### src/rtl/io_port_ctrl_pkg.sv
// io_port_ctrl_pkg: shared interrupt FSM encoding and a constant clog2 helper
package io_port_ctrl_pkg;
  typedef enum logic [1:0] {IDLE, PULSE, WAIT} state_e;
  function automatic int clog2(input int v);
    int r;
    r = 0;
    while ((1 << r) < v) r++;
    return r;
  endfunction
endpackage

### src/rtl/io_port_ctrl_if.sv
// io_port_ctrl_if: external source/sink handshakes and processor-side I/O signals
interface io_port_ctrl_if #(parameter int W = 16);
  logic         ext_in_valid;
  logic [W-1:0] ext_in_data;
  logic         ext_in_ready;
  logic [W-1:0] in_port;
  logic         in_rd;
  logic         interrupt;
  logic [W-1:0] out_port;
  logic         out_wr;
  logic         ext_out_valid;
  logic [W-1:0] ext_out_data;
  logic         ext_out_ready;
  logic         in_empty;
  logic         out_ovf;
  modport slave (
    input  ext_in_valid, ext_in_data, in_rd, out_port, out_wr, ext_out_ready,
    output ext_in_ready, in_port, interrupt, ext_out_valid, ext_out_data, in_empty, out_ovf
  );
  modport master (
    output ext_in_valid, ext_in_data, in_rd, out_port, out_wr, ext_out_ready,
    input  ext_in_ready, in_port, interrupt, ext_out_valid, ext_out_data, in_empty, out_ovf
  );
endinterface

### src/rtl/io_port_ctrl_sync_fifo.sv
// sync_fifo: power-of-two circular FIFO with combinational head; caller gates push/pop
module sync_fifo
  import io_port_ctrl_pkg::*;
#(
  parameter int W     = 16,
  parameter int DEPTH = 4
) (
  input  logic                  clk,
  input  logic                  rst,
  input  logic                  push,
  input  logic [W-1:0]          din,
  input  logic                  pop,
  output logic [W-1:0]          dout,
  output logic                  full,
  output logic                  empty,
  output logic [clog2(DEPTH):0] count
);
  localparam int AW = clog2(DEPTH);
  localparam logic [AW:0] FULL = (AW+1)'(DEPTH);
  logic [W-1:0]  mem_q [DEPTH];
  logic [AW-1:0] wptr_q, rptr_q;
  logic [AW:0]   cnt_q, cnt_d;
  always_comb begin
    cnt_d = cnt_q + {{AW{1'b0}}, push} - {{AW{1'b0}}, pop};
    dout  = mem_q[rptr_q];
    full  = cnt_q == FULL;
    empty = cnt_q == '0;
    count = cnt_q;
  end
  always_ff @(posedge clk) begin
    if (rst) begin
      wptr_q <= '0;
      rptr_q <= '0;
      cnt_q  <= '0;
    end else begin
      if (push) wptr_q <= wptr_q + 1'b1;
      if (pop) rptr_q <= rptr_q + 1'b1;
      cnt_q <= cnt_d;
    end
  end
  always_ff @(posedge clk)
    if (push) mem_q[wptr_q] <= din;
endmodule

### src/rtl/io_port_ctrl.sv
// io_port_ctrl: buffered processor I/O port with overflow flag and one-shot input interrupt
module io_port_ctrl
  import io_port_ctrl_pkg::*;
#(
  parameter int W         = 16,
  parameter int DEPTH     = 4,
  parameter int INT_PULSE = 2
) (
  input logic          clk,
  input logic          rst,
  io_port_ctrl_if.slave bus
);
  localparam int CW = clog2(DEPTH) + 1;
  localparam int PW = clog2(INT_PULSE) + 1;
  localparam logic [PW-1:0] PLOAD = PW'(INT_PULSE - 1);
  logic          in_push, in_pop, in_full, in_empty;
  logic          out_push, out_pop, out_full, out_empty;
  logic [W-1:0]  in_dout, out_dout, hold_q, hold_d;
  logic [CW-1:0] in_cnt, out_cnt;
  logic          ovf_q, ovf_d, unused_cnt;
  state_e        state_q, state_d;
  logic [PW-1:0] pcnt_q, pcnt_d;
  assign unused_cnt = ^{in_cnt, out_cnt};
  sync_fifo #(.W(W), .DEPTH(DEPTH)) u_in (
    .clk, .rst, .push(in_push), .din(bus.ext_in_data), .pop(in_pop),
    .dout(in_dout), .full(in_full), .empty(in_empty), .count(in_cnt)
  );
  sync_fifo #(.W(W), .DEPTH(DEPTH)) u_out (
    .clk, .rst, .push(out_push), .din(bus.out_port), .pop(out_pop),
    .dout(out_dout), .full(out_full), .empty(out_empty), .count(out_cnt)
  );
  // A full output FIFO still takes a write when the sink frees a slot that same cycle
  always_comb begin
    in_push  = bus.ext_in_valid & ~in_full;
    in_pop   = bus.in_rd & ~in_empty;
    out_pop  = bus.ext_out_ready & ~out_empty;
    out_push = bus.out_wr & (~out_full | out_pop);
    hold_d   = in_pop ? in_dout : hold_q;
    ovf_d    = ovf_q | (bus.out_wr & ~out_push);
  end
  always_ff @(posedge clk) begin
    if (rst) begin
      hold_q  <= '0;
      ovf_q   <= 1'b0;
      state_q <= IDLE;
      pcnt_q  <= '0;
    end else begin
      hold_q  <= hold_d;
      ovf_q   <= ovf_d;
      state_q <= state_d;
      pcnt_q  <= pcnt_d;
    end
  end
  always_comb begin
    state_d = state_q;
    pcnt_d  = pcnt_q;
    unique case (state_q)
      IDLE:    if (!in_empty) begin state_d = PULSE; pcnt_d = PLOAD; end
      PULSE:   if (pcnt_q == '0) state_d = WAIT; else pcnt_d = pcnt_q - 1'b1;
      WAIT:    if (in_empty) state_d = IDLE;
      default: state_d = IDLE;
    endcase
  end
  always_comb begin
    bus.interrupt     = state_q == PULSE;
    bus.ext_in_ready  = ~in_full;
    bus.in_port       = in_empty ? hold_q : in_dout;
    bus.in_empty      = in_empty;
    bus.ext_out_valid = ~out_empty;
    bus.ext_out_data  = out_empty ? '0 : out_dout;
    bus.out_ovf       = ovf_q;
  end
endmodule

### src/flat_wrapper.sv
// flat-port wrapper written by rule: the top's interface ports become plain ports
module io_port_ctrl_flat import io_port_ctrl_pkg::*;
#(
  parameter int W         = 16,
  parameter int DEPTH     = 4,
  parameter int INT_PULSE = 2
)
  (clk, rst, bus_ext_in_valid, bus_ext_in_data, bus_in_rd, bus_out_port, bus_out_wr, bus_ext_out_ready, bus_ext_in_ready, bus_in_port, bus_interrupt, bus_ext_out_valid, bus_ext_out_data, bus_in_empty, bus_out_ovf);
  io_port_ctrl_if #(.W(W)) bus_i ();
  input logic clk;
  input logic rst;
  input wire logic [$bits(bus_i.ext_in_valid)-1:0] bus_ext_in_valid;
  input wire logic [$bits(bus_i.ext_in_data)-1:0] bus_ext_in_data;
  input wire logic [$bits(bus_i.in_rd)-1:0] bus_in_rd;
  input wire logic [$bits(bus_i.out_port)-1:0] bus_out_port;
  input wire logic [$bits(bus_i.out_wr)-1:0] bus_out_wr;
  input wire logic [$bits(bus_i.ext_out_ready)-1:0] bus_ext_out_ready;
  output wire logic [$bits(bus_i.ext_in_ready)-1:0] bus_ext_in_ready;
  output wire logic [$bits(bus_i.in_port)-1:0] bus_in_port;
  output wire logic [$bits(bus_i.interrupt)-1:0] bus_interrupt;
  output wire logic [$bits(bus_i.ext_out_valid)-1:0] bus_ext_out_valid;
  output wire logic [$bits(bus_i.ext_out_data)-1:0] bus_ext_out_data;
  output wire logic [$bits(bus_i.in_empty)-1:0] bus_in_empty;
  output wire logic [$bits(bus_i.out_ovf)-1:0] bus_out_ovf;
  assign bus_i.ext_in_valid = bus_ext_in_valid;
  assign bus_i.ext_in_data = bus_ext_in_data;
  assign bus_i.in_rd = bus_in_rd;
  assign bus_i.out_port = bus_out_port;
  assign bus_i.out_wr = bus_out_wr;
  assign bus_i.ext_out_ready = bus_ext_out_ready;
  assign bus_ext_in_ready = bus_i.ext_in_ready;
  assign bus_in_port = bus_i.in_port;
  assign bus_interrupt = bus_i.interrupt;
  assign bus_ext_out_valid = bus_i.ext_out_valid;
  assign bus_ext_out_data = bus_i.ext_out_data;
  assign bus_in_empty = bus_i.in_empty;
  assign bus_out_ovf = bus_i.out_ovf;
  io_port_ctrl #(.W(W), .DEPTH(DEPTH), .INT_PULSE(INT_PULSE)) u_core (.clk(clk), .rst(rst), .bus(bus_i));
endmodule
### config.mk
export PLATFORM = sky130hd
export DESIGN_NAME = io_port_ctrl_flat
export DESIGN_NICKNAME = d
export VERILOG_FILES = /design/src/rtl/io_port_ctrl_pkg.sv /design/src/rtl/io_port_ctrl_if.sv /design/src/rtl/io_port_ctrl_sync_fifo.sv /design/src/rtl/io_port_ctrl.sv /design/src/flat_wrapper.sv
export SDC_FILE = /design/constraint.sdc
export NUM_CORES = 1
export LEC_CHECK = 0
export CAP_MARGIN = 20
export CORE_MARGIN = 2
export CORE_UTILIZATION = 60
export CTS_CLUSTER_DIAMETER = 60
export DETAILED_ROUTE_END_ITERATION = 10
export DONT_BUFFER_PORTS = 1
export PLACE_DENSITY = 0.78
export SYNTH_ARGS = -nofsm -noshare
export SYNTH_HDL_FRONTEND = slang
export SYNTH_SLANG_ARGS = --single-unit
### constraint.sdc
create_clock -name clk -period 6.8 [get_ports clk]
set_input_delay 1.36 -clock clk [delete_from_list [all_inputs] [get_ports clk]]
set_output_delay 1.36 -clock clk [all_outputs]
set_load 0.02 [all_outputs]
# Word level (Yosys, flattened, before mapping)
# Memory sizes are Yosys's and may differ from the RTL's. A register that Yosys moved wholly into a read port is not among the register bits.
# Cells that the tools add are included.
[word_totals]
register_bits = 35
ram_bits = 128
in_bits = 38
out_inout_bits = 37
memories = 2
[classes]
n_addsub = 9
n_eq_ne = 8
muxes = 16
bitwise = 12
reduce_logical = 7
[memory_table]
columns = ["memory", "depth", "width", "rd", "rd_clocked_by_memory_dff", "write_ports", "line_no", "rtl"]
rows = [
  ["u_core.u_in.mem_q", 4, 16, 1, 1, 1, "io_port_ctrl_sync_fifo.sv:20", "logic [W-1:0] mem_q [DEPTH];"],
  ["u_core.u_out.mem_q", 4, 16, 1, 1, 1, "io_port_ctrl_sync_fifo.sv:20", ""],
]
[ops]
columns = ["cell", "n"]
rows = [
  ["16-bit 2-to-1 mux", 2],
  ["2-bit 2-to-1 mux", 8],
  ["2-bit by 1-bit adder with 2-bit output (second input constant)", 4],
  ["3-bit by 1-bit adder with 3-bit output", 2],
  ["3-bit equality test (second input constant)", 2],
  ["3-bit zero test", 2],
  ["2-bit case mux with 3 select lines", 1],
  ["3-bit AND reduction", 2],
  ["3-bit by 1-bit subtractor with 3-bit output", 2],
  ["1-bit bitwise AND", 5],
  ["1-bit inverter", 5],
  ["2-bit zero test", 2],
  ["1-bit 2-to-1 mux", 4],
  ["2-bit by 1-bit inequality test with 1-bit output (second input constant)", 2],
  ["2-bit inequality test (second input constant)", 2],
  ["2-bit case mux with 2 select lines", 1],
  ["2-bit by 1-bit equality test with 1-bit output (second input constant)", 1],
  ["2-bit equality test (second input constant)", 1],
  ["1-bit bitwise OR", 2],
  ["2-bit nonzero test", 1],
  ["2-bit by 1-bit subtractor with 2-bit output (second input constant)", 1],
]

# Logic depth before layout (Yosys ltp)
[depth]
word_depth = 8
mapped_depth = 11

# Modules after synthesis
# From an unflattened synthesis, not the netlist that was laid out.
[hier_totals]
hier_cells = 388
area_unflattened_um2 = 6711.4
[by_module_without_submodules]
columns = ["mod", "instances", "cells_each", "area_per_inst_um2", "seq_area_each_um2"]
rows = [
  ["sync_fifo", 2, 126, 2785.2, 2102.0],
  ["io_port_ctrl", 1, 136, 1141.1, 420.4],
]

# Worst setup path before layout
# OpenSTA, ideal clock, no wires.
[synth_path]
path_kind = "in2reg"
from = "input port bus_ext_out_ready"
to = "register u_core.u_out.cnt_q[2] (netlist: u_core.u_out.count[2])"
setup_time_ns = 0.078
t_arrival_ns = 3.087
t_required_ns = 6.722
setup_slack_ns = 3.636
stages = 11
n_path_buf = 0
cell_sequence = "nor4b_1 > nor2_1 > inv_1 > ha_1 > inv_1 > ha_1 > inv_1 > fa_1 > xor2_1 > and2_1 > nor3_1"
[synth_between]
elab_chain_len = 5
[synth_rtl]
columns = ["item", "line_no", "rtl"]
rows = [
  ["start, declared", "flat_wrapper.sv:17", "input wire logic [$bits(bus_i.ext_out_ready)-1:0] bus_ext_out_ready;"],
  ["1-bit bitwise AND *", "io_port_ctrl.sv:36", "out_pop = bus.ext_out_ready & ~out_empty;"],
  ["1-bit bitwise OR", "io_port_ctrl.sv:37", "out_push = bus.out_wr & (~out_full | out_pop);"],
  ["1-bit bitwise AND", "io_port_ctrl.sv:37", ""],
  ["3-bit by 1-bit adder with 3-bit output", "io_port_ctrl_sync_fifo.sv:24", "cnt_d = cnt_q + {{AW{1'b0}}, push} - {{AW{1'b0}}, pop};"],
  ["3-bit by 1-bit subtractor with 3-bit output *", "io_port_ctrl_sync_fifo.sv:24", ""],
  ["end signal, assigned", "io_port_ctrl_sync_fifo.sv:38", "cnt_q <= cnt_d;"],
  ["end, declared", "io_port_ctrl_sync_fifo.sv:22", "logic [AW:0] cnt_q, cnt_d;"],
]
# Every way passes the cells marked *; elsewhere a longest branch is shown, timed or not.
# A chain may end at the register's enable or synchronous reset.

==> results.sh <==
export IMPL_insertion_delay_ns=0.52
export IMPL_yosysSeqAreaShare_pct=69.62
export IMPL_antenna_cells=0
export IMPL_synth_common_cells="edfxtp_1, dfxtp_1, mux4_2"
export IMPL_core_um2=10840
export IMPL_synth_edf_count=128
export IMPL_clockRootBuffer="clkbuf_8"
export IMPL_rsz0062_at_grt="false"
export IMPL_vias_per_cell=5.989
export IMPL_fin_nets=423
export IMPL_wirelength_um=11220
export IMPL_worstHoldStart="u_core.hold_q[7]"
export IMPL_yosysTopAreaCellShare_pct=57.86
export IMPL_routedWlPerCell_um=21.45
export IMPL_drive_above_1_share_pct=22.19
export IMPL_r2r_cells=11
export IMPL_period_minus_slack_ns=3.635
export IMPL_startpoint_type="flop"
export IMPL_grt_overflow_total=0
export IMPL_power_density_nw_per_um2=430.9
export IMPL_cp_end_kind="primary output"
export IMPL_io_buffers=0
export IMPL_place_congestion=0.7698
export IMPL_post_route_cell_area_um2=7323
export IMPL_status="completed"
export IMPL_antenna_left=0
export IMPL_first_pass_iters=4
export IMPL_h_tree_depth=4
export IMPL_crit_type="flop to primary output"
export IMPL_slowest_delay_ns=0.67
export IMPL_areaGrowthSynthToFinish_pct=10.25
export IMPL_cts_setup_buffers=0
export IMPL_synth_ff_type="edfxtp_1"
export IMPL_holdBufCountCts=0
export IMPL_hold_class="flop to flop"
export IMPL_place_hpwl_um=6841
export IMPL_synthesis_area_um2=6643
export IMPL_synth_warnings=0
export IMPL_grt_pass1_vias=3258
export IMPL_clk_pin_slew_worst_paths_ns=0.07
export IMPL_path_max_fanout=10
export IMPL_synth_area_top_cells="edfxtp_1, dfxtp_1, mux4_2"
export IMPL_setup_viol=0
export IMPL_syn_avg_cell_area_um2=18.15
export IMPL_cts_sinks=167
export IMPL_dp_slack_ns=3.375
export IMPL_async_flop_share_pct=0
export IMPL_yosysTopAreaCell="edfxtp_1"
export IMPL_dieArea_um2=11930
export IMPL_max_cap_viol_count=0
export IMPL_cts_resized=0
export IMPL_hold_viol_final=0
export IMPL_worst_slew_pin_transition_ns=0.9421
export IMPL_period_share_pct=53.46
export IMPL_fin_worst_skew_ns=0.006958
export IMPL_synth_distinct_cells=41
export IMPL_cp_required_ns=5.44
export IMPL_rr_startpoint="u_core.u_out.count[2]"
export IMPL_r2r_slack_ns=4.28
export IMPL_syn_nets=419
export IMPL_detailed_place_area_um2=6719
export IMPL_worst_slack_ns=3.165
export IMPL_cts_tree="done"
export IMPL_slew_limit_headroom_pct=36.85
export IMPL_pin_count=75
export IMPL_die_w_um=109.2
export IMPL_ys_seq_elements=167
export IMPL_clockBufferDepth=2
export IMPL_final_util_pct=67.56
export IMPL_grt_pass1_wl_um=17240
export IMPL_antenna_found_initial=0
export IMPL_worst_hold_slack_ns=0.4718
export IMPL_grt_max_degree=25
export IMPL_die_h_um=109.2
export IMPL_vias=3132
export IMPL_yosysMostFrequentCell="edfxtp_1"
export IMPL_start_util_pct=61.28
export IMPL_critPathCapture="bus_in_port[1]"
export IMPL_drc=0
export IMPL_numCtsBuffers=17
export IMPL_synth_cells=366
export IMPL_drt_iter0_markers=177
export IMPL_setup_tns_ns=0
export IMPL_cp_cell_sequence="buf_16 -> mux4_2 -> mux2_4"
export IMPL_grt_usage_pct=20.38
export IMPL_row_count=38
export IMPL_vdd_drop_max_v=0.0002603
export IMPL_cp_arrival_ns=2.28
export IMPL_r2r_end="u_core.u_out.count[2]"
export IMPL_drv_slew=0
export IMPL_fmax_mhz=275.1
export IMPL_crit_slowest_cell="dfxtp_1"
export IMPL_p_leak_uw=0.002567
==> registers in the layout (all words and copies together) (netlist names), named ones only <==
name / cells
u_core.u_in.mem_q: 64
u_core.u_out.mem_q: 64
u_core.hold_q: 16
u_core.u_in.count: 3
u_core.u_out.count: 3
u_core.pcnt_q: 2
u_core.state_q: 2
u_core.u_in.rptr_q: 2
u_core.u_in.wptr_q: 2
u_core.u_out.rptr_q: 2
u_core.u_out.wptr_q: 2
u_core.bus.out_ovf: 1
==> worst min path at each step <==
| stage | endpoint | slack, ns | depth (start not counted) |
|---|---|---|---|
| 5_1_grt | u_core.hold_q[12] | 0.50 | 1 |
| 2_1_floorplan | u_core.hold_q[3] | 0.44 | 1 |
| 4_1_cts | u_core.hold_q[7] | 0.48 | 1 |
| 3_3_place_gp | u_core.hold_q[6] | 0.45 | 1 |
| 6_report | u_core.hold_q[7] | 0.47 | 1 |
| 3_5_place_dp | u_core.hold_q[14] | 0.46 | 1 |
==> routing by layer <==
metal	vias up	wire length, um	track usage, %
met5	-	0	0
met4	0	121	6.781
met3	13	884	8.368
met2	103	5761	34.92
met1	1589	4449	23.28
li1	1427	-	-
==> area by class of cell <==
class / count / area, um2
Sequential cell: 167 / 4624
Timing Repair Buffer: 2 / 55.05
Clock inverter: 15 / 162.7
Clock buffer: 17 / 414.1
Multi-Input combinational cell: 164 / 1824
Tap cell: 140 / 175.2
Inverter: 18 / 67.56
Fill cell: 702 / 3517
==> worst max-delay path: cells and delay by family, from the launching register on <==
| kind | cells | cell delay (ns) |
|---|---|---|
| mux | 2 | 0.86 |
| flops | 1 | 0.67 |
| buf+inv | 1 | 0.22 |
==> per-stage QoR <==
step / cells / power, uW
final: 523 / 3156
after global routing: 523 / 3299
after CTS: 522 / 3167
after detailed placement: 490 / 2234
after global placement: 489 / 2187
after floorplan: 366 / 2114
==> power breakdown <==
part | internal (uW) | switching, uW | leakage [uW]
combinational | 388 | 492 | 0.000788
sequential | 1240 | 101 | 0.00149
clock | 531 | 401 | 0.000286
==> placed cells by master (no fill, tap or decap), types with 2 or more instances in the layout <==
master and count:
dfxtp_1 39, xor2_1 6, nor3_1 2, and3_1 8
a22o_1 16, mux2_4 10, bufinv_16 2, buf_16 2
and2b_1 7, mux2_2 6, ha_1 13, o21ai_0 2
nor2_1 17, a21o_1 2, nor2b_1 11, o311ai_0 2
mux4_2 31, clkinv_4 2, nand3_1 4, clkbuf_16 16
inv_6 7, a21oi_1 6, and2_1 2, clkinv_1 2
inv_1 18, o31ai_1 2, nor4b_1 2, fa_1 2
edfxtp_1 128
==> cells by family after synthesis <==
group | after synthesis | synth area share (%)
fa+ha+maj | 15 | 3.052
xor+xnor | 6 | 0.7911
buf+inv | 35 | 2.995
simple gates | 60 | 5.255
flops | 167 | 69.62
mux | 48 | 14.18
compound gates | 35 | 4.106
No activity file was read; power rests on OpenSTA's default activity.
